### src/rtl/uart_rx_ovs.sv
`default_nettype none
// ============================================================================
// Module   : uart_rx_ovs
// Brief    : Oversampled UART receiver, 3-sample majority vote, optional
//            parity, 1/2 stop bits, one-deep AXIS holding register.
// Revision : 1.0 - initial release
// ============================================================================
module uart_rx_ovs #(
    parameter int CLKS_PER_SAMPLE = 5,
    parameter int OVERSAMPLE      = 16,
    parameter int FRAME_WIDTH     = 64,
    parameter int PARITY_MODE     = 0,
    parameter int STOP_BITS       = 1
) (
    input  logic                   clk,
    input  logic                   rst,
    input  logic                   rx,
    output logic [FRAME_WIDTH-1:0] m_axis_rx_tdata,
    output logic [1:0]             m_axis_rx_tuser,
    output logic                   m_axis_rx_tvalid,
    input  logic                   m_axis_rx_tready,
    output logic                   overrun,
    output logic                   busy
);

    localparam int TW = (CLKS_PER_SAMPLE > 1) ? $clog2(CLKS_PER_SAMPLE) : 1;
    localparam int SW = $clog2(OVERSAMPLE);
    localparam int IW = $clog2(FRAME_WIDTH + 1);

    localparam logic [TW-1:0] c_tick_last = TW'(CLKS_PER_SAMPLE - 1);
    localparam logic [SW-1:0] c_s_last    = SW'(OVERSAMPLE - 1);
    localparam logic [SW-1:0] c_s_a       = SW'(OVERSAMPLE / 2 - 1);
    localparam logic [SW-1:0] c_s_b       = SW'(OVERSAMPLE / 2);
    localparam logic [SW-1:0] c_s_dec     = SW'(OVERSAMPLE / 2 + 1);
    localparam logic [IW-1:0] c_idx_last  = IW'(FRAME_WIDTH - 1);
    localparam logic          c_stop_last = (STOP_BITS == 2);
    localparam logic          c_odd       = (PARITY_MODE == 2);

    typedef enum logic [2:0] {
        S_IDLE   = 3'd0,
        S_START  = 3'd1,
        S_DATA   = 3'd2,
        S_PARITY = 3'd3,
        S_STOP   = 3'd4,
        S_BREAK  = 3'd5
    } state_t;

    state_t                 r_state;
    logic                   r_sync1, r_sync2;
    logic                   r_busy;
    logic [TW-1:0]          r_tcnt;
    logic [SW-1:0]          r_s;
    logic                   r_smp_a, r_smp_b;
    logic [IW-1:0]          r_idx;
    logic                   r_stop_idx;
    logic [FRAME_WIDTH-1:0] r_data;
    logic                   r_perr, r_ferr;

    logic [FRAME_WIDTH-1:0] r_tdata;
    logic [1:0]             r_tuser;
    logic                   r_tvalid;
    logic                   r_overrun;

    logic                   w_rxs;
    logic                   w_tick;
    logic [SW-1:0]          w_s_next;
    logic                   w_wrap;
    logic                   w_dec;
    logic                   w_bit;
    logic                   w_ferr;
    logic                   w_done;
    logic [FRAME_WIDTH-1:0] w_shift;

    assign w_rxs    = r_sync2;
    assign w_tick   = (r_state != S_IDLE) && (r_tcnt == c_tick_last);
    assign w_s_next = (r_s == c_s_last) ? '0 : r_s + 1'b1;
    assign w_wrap   = w_tick && (r_s == c_s_last);
    // The third vote sample is the live synchronised line at the decision tick.
    assign w_dec    = w_tick && (w_s_next == c_s_dec);
    assign w_bit    = (r_smp_a & r_smp_b) | (r_smp_a & w_rxs) | (r_smp_b & w_rxs);
    assign w_ferr   = r_ferr | ~w_bit;
    assign w_done   = (r_state == S_STOP) && w_dec && (r_stop_idx == c_stop_last);

    generate
        if (FRAME_WIDTH == 1) begin : g_shift_1
            assign w_shift = w_bit;
        end else begin : g_shift_n
            assign w_shift = {w_bit, r_data[FRAME_WIDTH-1:1]};
        end
    endgenerate

    always_ff @(posedge clk or posedge rst) begin
        if (rst) begin
            r_sync1    <= 1'b1;
            r_sync2    <= 1'b1;
            r_state    <= S_IDLE;
            r_busy     <= 1'b0;
            r_tcnt     <= '0;
            r_s        <= '0;
            r_smp_a    <= 1'b1;
            r_smp_b    <= 1'b1;
            r_idx      <= '0;
            r_stop_idx <= 1'b0;
            r_data     <= '0;
            r_perr     <= 1'b0;
            r_ferr     <= 1'b0;
        end else begin
            r_sync1 <= rx;
            r_sync2 <= r_sync1;

            if (r_state == S_IDLE) begin
                r_tcnt <= '0;
                r_s    <= '0;
            end else begin
                r_tcnt <= w_tick ? '0 : r_tcnt + 1'b1;
                if (w_tick) r_s <= w_s_next;
            end

            if (w_tick && (w_s_next == c_s_a)) r_smp_a <= w_rxs;
            if (w_tick && (w_s_next == c_s_b)) r_smp_b <= w_rxs;

            case (r_state)
                S_IDLE: begin
                    if (!w_rxs) begin
                        r_state    <= S_START;
                        r_busy     <= 1'b1;
                        r_perr     <= 1'b0;
                        r_ferr     <= 1'b0;
                        r_stop_idx <= 1'b0;
                    end
                end
                S_START: begin
                    if (w_dec && w_bit) begin
                        r_state <= S_IDLE;
                        r_busy  <= 1'b0;
                    end else if (w_wrap) begin
                        r_state <= S_DATA;
                        r_idx   <= '0;
                    end
                end
                S_DATA: begin
                    if (w_dec) r_data <= w_shift;
                    if (w_wrap) begin
                        if (r_idx == c_idx_last) begin
                            if (PARITY_MODE != 0) r_state <= S_PARITY;
                            else                  r_state <= S_STOP;
                        end else begin
                            r_idx <= r_idx + 1'b1;
                        end
                    end
                end
                S_PARITY: begin
                    if (w_dec)  r_perr  <= ((^r_data) ^ w_bit) != c_odd;
                    if (w_wrap) r_state <= S_STOP;
                end
                S_STOP: begin
                    if (w_dec) begin
                        r_ferr <= w_ferr;
                        // Leave at the final decision; the stop-bit tail is not waited out.
                        if (r_stop_idx == c_stop_last) begin
                            if (w_ferr) begin
                                r_state <= S_BREAK;
                            end else begin
                                r_state <= S_IDLE;
                                r_busy  <= 1'b0;
                            end
                        end
                    end
                    if (w_wrap) r_stop_idx <= 1'b1;
                end
                S_BREAK: begin
                    if (w_rxs) begin
                        r_state <= S_IDLE;
                        r_busy  <= 1'b0;
                    end
                end
                default: begin
                    r_state <= S_IDLE;
                    r_busy  <= 1'b0;
                end
            endcase
        end
    end

    // One-deep holding register: a frame completing against a stalled slot is dropped.
    always_ff @(posedge clk or posedge rst) begin
        if (rst) begin
            r_tdata   <= '0;
            r_tuser   <= '0;
            r_tvalid  <= 1'b0;
            r_overrun <= 1'b0;
        end else begin
            r_overrun <= 1'b0;
            if (w_done) begin
                if (!r_tvalid || m_axis_rx_tready) begin
                    r_tdata  <= r_data;
                    r_tuser  <= {w_ferr, r_perr};
                    r_tvalid <= 1'b1;
                end else begin
                    r_overrun <= 1'b1;
                end
            end else if (m_axis_rx_tready) begin
                r_tvalid <= 1'b0;
            end
        end
    end

    assign m_axis_rx_tdata  = r_tdata;
    assign m_axis_rx_tuser  = r_tuser;
    assign m_axis_rx_tvalid = r_tvalid;
    assign overrun          = r_overrun;
    assign busy             = r_busy;

endmodule
`default_nettype wire
### config.mk
export PLATFORM = sky130hd
export DESIGN_NAME = uart_rx_ovs
export DESIGN_NICKNAME = d
export VERILOG_FILES = /design/src/rtl/uart_rx_ovs.sv
export SDC_FILE = /design/constraint.sdc
export NUM_CORES = 1
export LEC_CHECK = 0
export CAP_MARGIN = 5
export CORE_MARGIN = 4
export CORE_UTILIZATION = 59
export CTS_BUF_LIST = sky130_fd_sc_hd__clkbuf_8
export CTS_CLUSTER_SIZE = 40
export DETAILED_ROUTE_END_ITERATION = 12
export GPL_ROUTABILITY_DRIVEN = 0
export PLACE_DENSITY = 0.9
export REMOVE_ABC_BUFFERS = 1
export SYNTH_ARGS = -nofsm -noshare
export SYNTH_HDL_FRONTEND = slang
export SYNTH_SLANG_ARGS = --single-unit
### constraint.sdc
create_clock -name clk -period 8.2 [get_ports clk]
set_input_delay 0.82 -clock clk [delete_from_list [all_inputs] [get_ports clk]]
set_output_delay 0.82 -clock clk [all_outputs]
set_load 0.01 [all_outputs]
==> impl_metrics.json <==
{
  "slew_headroom": 0.405,
  "syn_avg_cell_area_um2": 13.7,
  "overflow": 0,
  "first_pass_iters": 5,
  "drive_above_1_share": 0.242,
  "yosysUniqueCellTypes": 43,
  "r2r_start": "r_s[1]",
  "crit_chain": "ha_1 -> xor2_1 -> or3_1 -> or3b_4 -> nor4b_4 -> buf_4 -> mux2_2",
  "worstPathMaxFanout": 40,
  "chipWidth_um": 116,
  "h-tree-depth": 4,
  "grt_max_degree": 101,
  "grt_pass1_vias": 4314,
  "crit_family": "simple AND/OR/NAND/NOR gates",
  "cts_buffer_depth": 2,
  "ant_nets": 0,
  "finClkSkew_ns": 0.00905,
  "grt_pass1_wl_um": 21100,
  "fin_nets": 587,
  "rrSetupSlack_ns": 5.17,
  "cts_tree": "yes",
  "synth_seq_cells": 157,
  "num_antenna_cells": 0,
  "period_needed_ns": 3.03,
  "grtUsageTotal": 0.203,
  "path_clk_slew_ns": 0.08,
  "cts.sinks": 157,
  "yosysTopAreaCellShare": 0.558,
  "synth_area_leader_cell": "dfrtp_1",
  "hold_path_end": "r_sync2",
  "final-setup-viol-count": 0,
  "vdd_drop_max_mv": 0.134,
  "path_class": "reg2reg",
  "layoutNonFillerInstCount": 729,
  "die_h_um": 116,
  "cts_root_buffer": "clkbuf_8",
  "min_from": "r_sync1",
  "die-area_um2": 13400,
  "min_path_cells": 0,
  "antenna_found_initial": 0,
  "io_buffers": 72,
  "yosys-top-cells-area": "dfrtp_1 56%, mux2_2 17%, xnor2_1 7.0%",
  "ys_seq_area_frac": 0.574,
  "synthTopCellsByCount": "153 x dfrtp_1, 103 x mux2_2, 55 x xnor2_1",
  "clock.fmax_mhz": 330,
  "end_kind": "register",
  "ff2ff_path_depth": 7,
  "cp-start-kind": "register",
  "p_leak_nw": 3.90,
  "crit_required_ns": 8.52,
  "final.period_utilization": 0.370,
  "async_reset_ff_frac": 1.00,
  "finalMaxSlewViolations": 0,
  "clk_latency_ns": 0.43,
  "worstPathArrival_ns": 3.35,
  "ys.flop_type": "dfrtp_1",
  "hold_path_class": "reg2reg",
  "crit_slowest_cell": "buf_4",
  "coreArea_um2": 11400,
  "vias": 4097,
  "drt_iter0_drc": 213,
  "synthMostInstantiatedCell": "dfrtp_1",
  "synthToLayoutAreaGrowth_pct": 18.0,
  "yosysWarnings": 0,
  "synth_edf_count": 0,
  "io_pins": 73,
  "hold_viol": 0,
  "drc": 0,
  "slowest_delay_ns": 0.51,
  "via_per_inst": 5.62,
  "finalSetupTns_ns": 0,
  "dpl.cell_count": 700,
  "power_density_nw_per_um2": 180,
  "fp-row-count": 39,
  "status": "finished, final reports clean",
  "cp_num_buf_inv": 1,
  "holdBufCountCts": 0,
  "worst_slew_pin_slew_ns": 0.893,
  "detail_route.wl_per_cell_um": 17.2,
  "start_util": 0.601,
  "syn_area_um2": 6860,
  "cts_setup_buffers": 0,
  "rsz0062_at_grt": "false",
  "dp_hpwl_um": 8290,
  "totalWireLength_um": 12500,
  "drv_cap": 0,
  "worstReg2RegEnd": "m_axis_rx_tdata[53]",
  "dp_worst_setup_slack_ns": 5.20,
  "ctsResizeCount": 0,
  "synthCells": 500,
  "fin_ws_ns": 5.17,
  "numCtsBuffers": 17
}
==> flip-flops by register name (all words and copies together), names as in the netlist, 2 cells and up <==
| register | flops |
|---|---|
| r_data | 64 |
| r_tcnt | 3 |
| r_state | 3 |
| m_axis_rx_tuser | 2 |
| r_idx | 7 |
| m_axis_rx_tdata | 64 |
| r_s | 4 |
==> kinds of logic after synthesis <==
family | share of synthesized area
AND/OR/NAND/NOR | 0.0525
multiplexers | 0.222
flip-flops | 0.574
buffers and inverters | 0.0202
adder cells (fa/ha/maj) | 0.0128
AO/OA/AOI/OAI | 0.0336
XOR/XNOR | 0.0850
==> metrics by stage <==
step	hold slack, ns	utilization	total power [mW]	cell area (µm²)
after floorplan	0.345	-	0.848	6750
after global placement	0.348	0.673	0.864	7680
after detailed placement	0.348	0.673	0.870	7680
after CTS	0.359	0.709	1.47	8100
after global routing	0.361	0.709	1.51	8100
final	0.359	0.709	1.46	8100
==> placed cells by master (no fill, tap or decap), types with 3 or more instances in the layout <==
master / count
a21oi_1: 9
buf_4: 4
bufinv_16: 4
clkbuf_8: 19
clkdlybuf4s50_1: 72
dfrtp_1: 153
dfstp_2: 4
ha_1: 7
inv_1: 9
mux2_1: 28
mux2_2: 103
mux2i_1: 5
nand2_1: 17
nand2b_1: 3
nand3_1: 7
nor2_1: 23
o21ai_0: 14
or3_1: 5
xnor2_1: 55
xor2_1: 9
==> layout make-up <==
| class | instances | area, µm² |
|---|---|---|
| clock buffers | 19 | 262 |
| clock inverters | 10 | 150 |
| well taps | 143 | 179 |
| flip-flops and latches | 157 | 3930 |
| multi-input cells | 317 | 2790 |
| inverters | 7 | 31.3 |
| fillers | 776 | 3320 |
| repair buffers | 76 | 751 |
==> how the worst max path moves through the flow <==
stage | start | depth (start not counted) | slack (ns) | to
2_1_floorplan | rst | 1 | 3.15 | busy
3_3_place_gp | r_s[1] | 7 | 5.31 | m_axis_rx_tdata[55]
3_5_place_dp | r_s[0] | 7 | 5.20 | m_axis_rx_tdata[53]
4_1_cts | r_s[0] | 7 | 5.20 | m_axis_rx_tdata[53]
5_1_grt | r_s[1] | 7 | 5.02 | m_axis_rx_tdata[53]
6_report | r_s[1] | 7 | 5.17 | m_axis_rx_tdata[53]
==> report_power, final <==
group          leakage, nW  internal (mW)  switching [mW]  total, mW
clock network        0.221          0.339           0.263      0.602
registers             2.17          0.782          0.0103      0.792
logic                 1.51         0.0207          0.0414     0.0621
==> metal layers <==
layer  GRT usage  vias to the layer above  routed length (µm)
met1       0.274                     2092                5610
met4      0.0626                        0                 141
met3      0.0538                       15                 503
met2       0.325                       99                6280
met5           0                        -                   0
li1            -                     1891                   -
Power figures use the tool's default switching activity.
